File: config.mk
export PLATFORM = sky130hd
export DESIGN_NAME = alu_share_arbiter_flat
export DESIGN_NICKNAME = d
export VERILOG_FILES = /design/src/rtl/alu_share_arbiter_if.sv /design/src/rtl/alu_share_arbiter.sv /design/src/flat_wrapper.sv
export SDC_FILE = /design/constraint.sdc
export NUM_CORES = 1
export LEC_CHECK = 0
export ABC_AREA = 1
export CAP_MARGIN = 30
export CORE_AREA = 2 2 108 110
export CTS_CLUSTER_SIZE = 25
export DETAILED_ROUTE_END_ITERATION = 8
export DIE_AREA = 0 0 110 112
export GPL_TIMING_DRIVEN = 0
export PLACE_DENSITY_LB_ADDON = 0.2
export SLEW_MARGIN = 20
export SYNTH_ARGS = -nofsm -noshare
export SYNTH_HDL_FRONTEND = slang
export SYNTH_SLANG_ARGS = --single-unit
File: constraint.sdc
create_clock -name clk -period 2.3 [get_ports clk]
set_input_delay 0.345 -clock clk [delete_from_list [all_inputs] [get_ports clk]]
set_output_delay 0.345 -clock clk [all_outputs]
set_load 0.05 [all_outputs]
File: src/rtl/alu_share_arbiter_if.sv
// Bundle of the requester, ALU and response channels around the shared ALU arbiter.
// The slave modport is the arbiter's view; master is the surrounding environment.
interface alu_share_arbiter_if #(
    parameter int DATA_W = 32,
    parameter int OP_W   = 4
);
    logic [1:0]          req_valid;
    logic [1:0]          req_ready;
    logic [2*OP_W-1:0]   req_op;
    logic [2*DATA_W-1:0] req_src1;
    logic [2*DATA_W-1:0] req_src2;

    logic [OP_W-1:0]     alu_control;
    logic [DATA_W-1:0]   alu_src1;
    logic [DATA_W-1:0]   alu_src2;
    logic [DATA_W-1:0]   alu_result;
    logic                alu_zero;
    logic                alu_last_bit;

    logic                rsp_valid;
    logic                rsp_ready;
    logic                rsp_id;
    logic [DATA_W-1:0]   rsp_result;
    logic                rsp_zero;
    logic                rsp_last_bit;

    modport slave (
        input  req_valid, req_op, req_src1, req_src2,
        input  alu_result, alu_zero, alu_last_bit,
        input  rsp_ready,
        output req_ready,
        output alu_control, alu_src1, alu_src2,
        output rsp_valid, rsp_id, rsp_result, rsp_zero, rsp_last_bit
    );

    modport master (
        output req_valid, req_op, req_src1, req_src2,
        output alu_result, alu_zero, alu_last_bit,
        output rsp_ready,
        input  req_ready,
        input  alu_control, alu_src1, alu_src2,
        input  rsp_valid, rsp_id, rsp_result, rsp_zero, rsp_last_bit
    );
endinterface

File: src/rtl/alu_share_arbiter.sv
// Arbitrates two requesters onto one combinational ALU and returns a single
// registered, id-tagged response; at most one operation is outstanding.
module alu_share_arbiter #(
    parameter int DATA_W = 32,
    parameter int OP_W   = 4,
    parameter bit RR_EN  = 1'b1
) (
    input  logic                clk,
    input  logic                rst,
    alu_share_arbiter_if.slave  bus
);
    typedef enum logic {
        IDLE = 1'b0,
        HOLD = 1'b1
    } state_t;

    state_t            state_q, state_d;
    logic              rrPtr_q, rrPtr_d;
    logic              rspId_q, rspId_d;
    logic [DATA_W-1:0] rspResult_q, rspResult_d;
    logic              rspZero_q, rspZero_d;
    logic              rspLastBit_q, rspLastBit_d;

    logic              canIssue;
    logic [1:0]        grant;
    logic              accept;
    logic              grantId;

    // A held response that drains this cycle frees the slot for a same-cycle issue.
    always_comb begin
        canIssue = 1'b0;
        grant    = 2'b00;
        if (!rst) begin
            canIssue = (state_q == IDLE) || bus.rsp_ready;
        end
        if (canIssue) begin
            if (bus.req_valid == 2'b11) begin
                grant = (RR_EN && rrPtr_q) ? 2'b10 : 2'b01;
            end else begin
                grant = bus.req_valid;
            end
        end
    end

    assign accept        = |grant;
    assign grantId       = grant[1];
    assign bus.req_ready = grant;

    always_comb begin
        bus.alu_control = '0;
        bus.alu_src1    = '0;
        bus.alu_src2    = '0;
        if (grant[0]) begin
            bus.alu_control = bus.req_op[OP_W-1:0];
            bus.alu_src1    = bus.req_src1[DATA_W-1:0];
            bus.alu_src2    = bus.req_src2[DATA_W-1:0];
        end else if (grant[1]) begin
            bus.alu_control = bus.req_op[2*OP_W-1:OP_W];
            bus.alu_src1    = bus.req_src1[2*DATA_W-1:DATA_W];
            bus.alu_src2    = bus.req_src2[2*DATA_W-1:DATA_W];
        end
    end

    always_comb begin
        state_d      = state_q;
        rrPtr_d      = rrPtr_q;
        rspId_d      = rspId_q;
        rspResult_d  = rspResult_q;
        rspZero_d    = rspZero_q;
        rspLastBit_d = rspLastBit_q;
        if (accept) begin
            state_d      = HOLD;
            rspId_d      = grantId;
            rspResult_d  = bus.alu_result;
            rspZero_d    = bus.alu_zero;
            rspLastBit_d = bus.alu_last_bit;
            rrPtr_d      = RR_EN ? ~grantId : 1'b0;
        end else if ((state_q == HOLD) && bus.rsp_ready) begin
            state_d = IDLE;
        end
    end

    always_ff @(posedge clk or posedge rst) begin
        if (rst) begin
            state_q      <= IDLE;
            rrPtr_q      <= 1'b0;
            rspId_q      <= 1'b0;
            rspResult_q  <= '0;
            rspZero_q    <= 1'b0;
            rspLastBit_q <= 1'b0;
        end else begin
            state_q      <= state_d;
            rrPtr_q      <= rrPtr_d;
            rspId_q      <= rspId_d;
            rspResult_q  <= rspResult_d;
            rspZero_q    <= rspZero_d;
            rspLastBit_q <= rspLastBit_d;
        end
    end

    assign bus.rsp_valid    = (state_q == HOLD);
    assign bus.rsp_id       = rspId_q;
    assign bus.rsp_result   = rspResult_q;
    assign bus.rsp_zero     = rspZero_q;
    assign bus.rsp_last_bit = rspLastBit_q;
endmodule

File: src/flat_wrapper.sv
// flat-port wrapper written by rule: the top's interface ports become plain ports
module alu_share_arbiter_flat 
#(
    parameter int DATA_W = 32,
    parameter int OP_W   = 4,
    parameter bit RR_EN  = 1'b1
)
  (clk, rst, bus_req_valid, bus_req_op, bus_req_src1, bus_req_src2, bus_alu_result, bus_alu_zero, bus_alu_last_bit, bus_rsp_ready, bus_req_ready, bus_alu_control, bus_alu_src1, bus_alu_src2, bus_rsp_valid, bus_rsp_id, bus_rsp_result, bus_rsp_zero, bus_rsp_last_bit);
  alu_share_arbiter_if #(.DATA_W(DATA_W), .OP_W(OP_W)) bus_i ();
  input  logic clk;
  input  logic rst;
  input wire logic [$bits(bus_i.req_valid)-1:0] bus_req_valid;
  input wire logic [$bits(bus_i.req_op)-1:0] bus_req_op;
  input wire logic [$bits(bus_i.req_src1)-1:0] bus_req_src1;
  input wire logic [$bits(bus_i.req_src2)-1:0] bus_req_src2;
  input wire logic [$bits(bus_i.alu_result)-1:0] bus_alu_result;
  input wire logic [$bits(bus_i.alu_zero)-1:0] bus_alu_zero;
  input wire logic [$bits(bus_i.alu_last_bit)-1:0] bus_alu_last_bit;
  input wire logic [$bits(bus_i.rsp_ready)-1:0] bus_rsp_ready;
  output wire logic [$bits(bus_i.req_ready)-1:0] bus_req_ready;
  output wire logic [$bits(bus_i.alu_control)-1:0] bus_alu_control;
  output wire logic [$bits(bus_i.alu_src1)-1:0] bus_alu_src1;
  output wire logic [$bits(bus_i.alu_src2)-1:0] bus_alu_src2;
  output wire logic [$bits(bus_i.rsp_valid)-1:0] bus_rsp_valid;
  output wire logic [$bits(bus_i.rsp_id)-1:0] bus_rsp_id;
  output wire logic [$bits(bus_i.rsp_result)-1:0] bus_rsp_result;
  output wire logic [$bits(bus_i.rsp_zero)-1:0] bus_rsp_zero;
  output wire logic [$bits(bus_i.rsp_last_bit)-1:0] bus_rsp_last_bit;
  assign bus_i.req_valid = bus_req_valid;
  assign bus_i.req_op = bus_req_op;
  assign bus_i.req_src1 = bus_req_src1;
  assign bus_i.req_src2 = bus_req_src2;
  assign bus_i.alu_result = bus_alu_result;
  assign bus_i.alu_zero = bus_alu_zero;
  assign bus_i.alu_last_bit = bus_alu_last_bit;
  assign bus_i.rsp_ready = bus_rsp_ready;
  assign bus_req_ready = bus_i.req_ready;
  assign bus_alu_control = bus_i.alu_control;
  assign bus_alu_src1 = bus_i.alu_src1;
  assign bus_alu_src2 = bus_i.alu_src2;
  assign bus_rsp_valid = bus_i.rsp_valid;
  assign bus_rsp_id = bus_i.rsp_id;
  assign bus_rsp_result = bus_i.rsp_result;
  assign bus_rsp_zero = bus_i.rsp_zero;
  assign bus_rsp_last_bit = bus_i.rsp_last_bit;
  alu_share_arbiter #(.DATA_W(DATA_W), .OP_W(OP_W), .RR_EN(RR_EN)) u_core (.clk(clk), .rst(rst), .bus(bus_i));
endmodule
==> summary.md, run 1 <==
| Metric | Value |
|---|---|
| CTS buffer count | 5 |
| Top-level port count | 281 |
| Pwr Density | 793 nW/um^2 |
| Layout cell share with drive strength beyond 1 | ~16% |
| Post-Syn Instances | 389 |
| Die Wd | 110 um |
| Max Slew Vio Count | 0 |
| Endpoints failing hold | 0 |
| Die height | 112 um |
| Worst-margin pin slew | 0.546 ns |
| Largest net degree at the start of global routing | 24 |
| Synth top area share | ~44% |
| Outcome | finished clean |
| Pleak | between 0.002 and 0.003 uW |
| CTS Hold Bufs | 0 |
| Syn Area/Cell | 6.10 um^2 |
| Max layer used | met5 |
| CP arrival | 1.86 ns |
| First-pass GRT wire length | 17.4 mm |
| RSZ-0062 raised after global routing | true |
| Crit. End Element | output port |
| Final period util | 95.9% |
| HP Class | primary input to asynchronous set/reset pin |
| Count of final setup violators | 0 |
| Tot GR Track Use | between 10% and 20% |
| CTS tree | yes |
| DR vias/cell | 4.19 |
| Core area | ~11000 um^2 |
| DRT antenna net count | 0 |
| MaxCap Viol Count | 0 |
| Std cell rows | 39 |
| M1 WL | 4.27 mm |
| Clk_lat worst skew | 0.28 ns |
| Final worst setup slack | between 0.09 and 0.1 ns |
| Worst-path fanout max | 10 |
| Initial antenna violation count | 2 |
| Most common cell in the netlist | nand2_1 |
| Pre-CTS worst setup slack | -0.623 ns |
| Vias in the first global route | roughly 3400 |
| Drt drc | 0 |
| Rel. slew slack | 63.5% |
| Fill count | 1140 |
| Clock skew | 0.00669 ns |
| Register area share after synthesis | 39.0% |
| Top_reg_cell synth | dfrtp_1 |
| Minimum clock period | around 2.2 ns |
| Top post-synthesis cells by area | nand2_1 (44%), dfrtp_1 (39%), nand3_1 (7.4%), buf_2 (3.4%), buf_4 (2.5%) |
| Met3 WL | 1.29 mm |
| Peak supply drop | 575 uV |
| List of most frequent post-synthesis cells | nand2_1 (280), dfrtp_1 (37), nand3_1 (35) |
| DR iter-0 viols | between 150 and 200 |
| DIE AREA | 12300 um^2 |
| Synth Cell Area | between 2000 and 2500 um^2 |
| Cell area after layout | 5380 um^2 |
| Hold slack | 0.457 ns |
| # resized after CTS | 349 |
| Post-synthesis register bit count | 37 |
| Worst Path Required | 1.96 ns |
| Deepest clock path buffer count | 2 |
| Post-synth EDFFs | 0 |
| Clock sinks | 37 |
| Total grt overflow | 0 |
| P&R area growth vs syn | 127% |
| Crit start category | primary input |
| GP Congestion | 0.867 |
| H-tree depth | 2 |
| Final Net Count | 852 |
| Mapped Nets | 564 |
| Drt wl/cell | 14.1 um |
| Library cells used by synthesis | 14 |
| Fraction of synthesis flops using an asynchronous set or reset pin | 100% |
| Initial Util | 21.2% |
| Total power | 4260 uW |
| Post-CTS Setup Repair Bufs | 0 |
| Area after DPL | 5380 um^2 |
| Worst-case reg-to-reg path depth | 7 |
| Met2 Routed Length | between 5 and 6 mm |
| Critical Path Start | bus_rsp_ready |
| DP HPWL | 9.62 mm |
| Vias | 3443 |
| Worst r2r src | u_core.bus.rsp_valid |
| # port buffers | 280 |
| Setup CP Type | primary input to output port |
| Root Buffer Master | clkbuf_16 |
| Max Freq | 0.453 GHz |
| Detailed Route WL | 11.6 mm |
| Synth area leader | nand2_1 |
| First-pass DRT Iterations | 4 |
| Synth Warn # | 0 |
| Final TNS setup | 0 ns |
| Reg clk slew, reported paths | 0.06 ns |
[worst paths after layout]
check	slack, ns	endpoint
worst max-delay path	0.09	bus_alu_src2[2]
worst min-delay path	0.46	u_core.bus.rsp_result[5]
worst max register to register	0.90	u_core.bus.rsp_result[20]
worst min register to register	0.49	u_core.bus.rsp_id
max in group asynchronous	1.39	u_core.bus.rsp_result[29]
min in group clk	0.49	u_core.bus.rsp_id
[metrics by stage]
step | instances | util [%]
finish | 822 | 48.1
global route | 821 | 48.1
CTS | 821 | 47.5
detailed placement | 813 | 48.2
global placement | 812 | 47.9
floorplan | 389 | -
[layout by cell type (no fill, tap or decap), drive strengths merged]
cell type	instances
a21oi	2
buf	62
clkbuf	36
clkdlybuf4s15	3
clkdlybuf4s18	2
clkdlybuf4s50	210
dfrtp	37
diode	1
inv	7
nand2	282
nand3	35
nor2	1
o21ai	1
[registers in the layout, summed over array words and instances, names as in the netlist]
signal                   count
u_core.bus.rsp_id            1
u_core.bus.rsp_last_bit      1
u_core.bus.rsp_result       32
u_core.bus.rsp_valid         1
u_core.bus.rsp_zero          1
u_core.rrPtr_q               1
[routing by layer]
layer  global-route usage [%]  vias to the layer above
met5                        0                        -
met4                     5.06                        2
met3                     6.97                       14
met2                     31.7                      161
met1                     19.7                     1514
li1                         -                     1752
[area by class of cell]
cell class / instances / area (um^2) / area share (%)
inverters: 6 / 27.5 / 0.512
diodes: 1 / 2.50 / 0.0465
repair buffers: 281 / 2620 / 48.8
flip-flops and latches: 37 / 926 / 17.2
clock inverters: 1 / 8.76 / 0.163
well taps: 143 / 179 / 3.33
clock buffers: 7 / 153 / 2.84
plain buffers: 25 / 178 / 3.30
multi-input cells: 321 / 1280 / 23.8
[where the power goes]
group | internal [uW] | leakage (uW) | switching, uW | total, uW
registers | 845 | 0.000454 | 114 | 959
logic | 913 | 0.00223 | 1670 | 2580
clock network | 464 | 0.0000805 | 262 | 726
total | 2220 | 0.00277 | 2040 | 4260
[cell families after synthesis]
family	share of synthesized area, %
flip-flops	39.0
AND/OR/NAND/NOR	52.6
buffers and inverters	7.33
AO/OA/AOI/OAI	1.11
[critical path, cell delays in order]
cell	delay [ns]
clkdlybuf4s50_1	0.46
inv_1	0.07
a21oi_4	0.17
nand2_2	0.10
inv_4	0.10
buf_2	0.20
nand2_1	0.09
nand2_1	0.07
buf_2	0.25
Note: power is estimated with default switching activity, not from simulation.
==> inputs of run 2 (changes only) <==
--- a/config.mk
+++ b/config.mk
@@ -17,3 +17,4 @@
 export SYNTH_ARGS = -nofsm -noshare
 export SYNTH_HDL_FRONTEND = slang
 export SYNTH_SLANG_ARGS = --single-unit
+export TNS_END_PERCENT = 10
==> run 2 against run 1 <==
Effect of this change:
- clock-buffer cell count unchanged
- utilization down 0.078 points
- sequential power is essentially flat
- sequential cell count did not move
- largest cell class unchanged
- largest power group unchanged
==> summary.md, run 2 (synthesis gave the netlist of run 1 again) <==
| Metric | Value |
|---|---|
| Outcome | finished clean |
| Critical Path Start | bus_rsp_ready |
| CTS buffer count | 5 |
| Met2 Routed Length | 5.73 mm |
| Setup CP Type | primary input to output port |
| MaxCap Viol Count | 0 |
| M1 WL | 4.25 mm |
| Clk_lat worst skew | between 0.2 and 0.3 ns |
| Die height | ~110 um |
| Worst Path Required | about 2.0 ns |
| Max Slew Vio Count | 0 |
| HP Class | primary input to asynchronous set/reset pin |
| CTS tree | yes |
| Largest net degree at the start of global routing | 24 |
| Crit. End Element | output port |
| RSZ-0062 raised after global routing | true |
| Peak supply drop | 575 uV |
| Final period util | a little over nine tenths |
| Initial Util | 21.2% |
| Final Util | 48.0% |
| Worst-path fanout max | 10 |
| Final Net Count | roughly 850 |
| Top-level port count | 281 |
| Root Buffer Master | clkbuf_16 |
| Initial antenna violation count | 2 |
| Final TNS setup | 0 ns |
| # port buffers | 280 |
| Max Freq | 0.452 GHz |
| CP arrival | 1.87 ns |
| Rel. slew slack | 63.5% |
| Most common cell after layout, fill and taps aside | nand2_1 |
| Layout cell share with drive strength beyond 1 | about 16% |
| DR iter-0 viols | 173 |
| Max layer used | met5 |
| Tot GR Track Use | 17.9% |
| Endpoints failing hold | 0 |
| Reg clk slew, reported paths | 0.06 ns |
| DR vias/cell | between 4 and 5 |
| H-tree depth | 2 |
| Met3 WL | 1.33 mm |
| Pwr Density | 794 nW/um^2 |
| Vias in the first global route | 3373 |
| First-pass DRT Iterations | 5 |
| Drt wl/cell | 14.1 um |
| Minimum clock period | 2.21 ns |
| DP HPWL | 9.62 mm |
| Detailed Route WL | 11.6 mm |
| Vias | 3443 |
| Max reg flops | 32 |
| DIE AREA | 12300 um^2 |
| Crit start category | primary input |
| Total grt overflow | 0 |
| P&R area growth vs syn | 126% |
| Commonest non-fill, non-tap cells in the layout | nand2_1 (279), clkdlybuf4s50_1 (210), buf_2 (42) |
| Core area | 11200 um^2 |
| DRT antenna net count | 0 |
| Worst r2r src | u_core.bus.rsp_valid |
| Std cell rows | 39 |
| GP Congestion | 0.867 |
| Clock sinks | 37 |
| Count of final setup violators | 0 |
| Pleak | 0.00277 uW |
| Clock skew | 0.00668 ns |
| Deepest clock path buffer count | 2 |
| First-pass GRT wire length | 17.4 mm |
| Worst-margin pin slew | 0.545 ns |
| Drt drc | 0 |
| Die Wd | 110 um |
[run 2: cell count changes in the layout (fill, tap and decap cells not counted)]
cell             before  now
buf_2                40   42
buf_4                10    9
clkdlybuf4s15_2       3    2
[run 2: worst max-delay path, cell delays in order]
cell             delay [ns]
clkdlybuf4s50_1        0.46
inv_1                  0.07
a21oi_4                0.17
nand2_2                0.10
inv_4                  0.10
buf_2                  0.21
nand2_1                0.09
nand2_1                0.07
buf_2                  0.25
[run 2: per-layer routing]
layer / track usage, % / vias up
li1: - / 1753
met1: 19.7 / 1497
met2: 31.6 / 175
met3: 6.97 / 16
met4: 5.06 / 2
met5: 0 / -
[run 2: worst paths after layout]
check | end | depth (start not counted) | slack [ns]
worst max-delay path | bus_alu_src2[2] | 9 | 0.09
worst min-delay path | u_core.bus.rsp_result[5] | 2 | 0.46
worst min register to register | u_core.bus.rsp_id | 2 | 0.49
max in group asynchronous | u_core.bus.rsp_result[29] | 3 | 1.39
min in group clk | u_core.bus.rsp_id | 2 | 0.49
worst max register to register | u_core.bus.rsp_result[20] | 7 | 0.90
[run 2: final cells by class]
type,instances,area [um^2]
fill,1140,5810
timing repair buffer,281,2610
multi-input combinational,321,1280
sequential,37,926
tap,143,179
buffer,25,178
clock buffer,7,153
inverter,6,27.5
clock inverter,1,8.76
antenna,1,2.50
[run 2: stage by stage]
stage / hold slack [ns] / instance area (um^2) / worst slack [ns] / total power, uW / cells
final: 0.457 / 5370 / 0.0873 / 4260 / 822
after global placement: 0.457 / 5360 / -0.618 / 3590 / 812
after floorplan: 0.455 / 2370 / 0.198 / 2530 / 389
after detailed placement: 0.483 / 5380 / -0.623 / 3610 / 813
after global routing: 0.489 / 5370 / -0.00320 / 4480 / 821
after CTS: 0.471 / 5310 / -0.0987 / 4270 / 821
[run 2: power by group]
part / switching [uW] / internal, uW / leakage (uW)
sequential: 114 / 845 / 0.000454
combinational: 1670 / 910 / 0.00223
clock: 262 / 464 / 0.0000805
[run 2: what timing repair did]
item | 4_1_cts | 5_1_grt
hold buffers | 0 | 0
setup endpoints to repair | 70 | 69
hold endpoints to repair | 0 | 0
setup buffers | 0 | 0
resized for setup | 346 | 52
cloned | 0 | 0
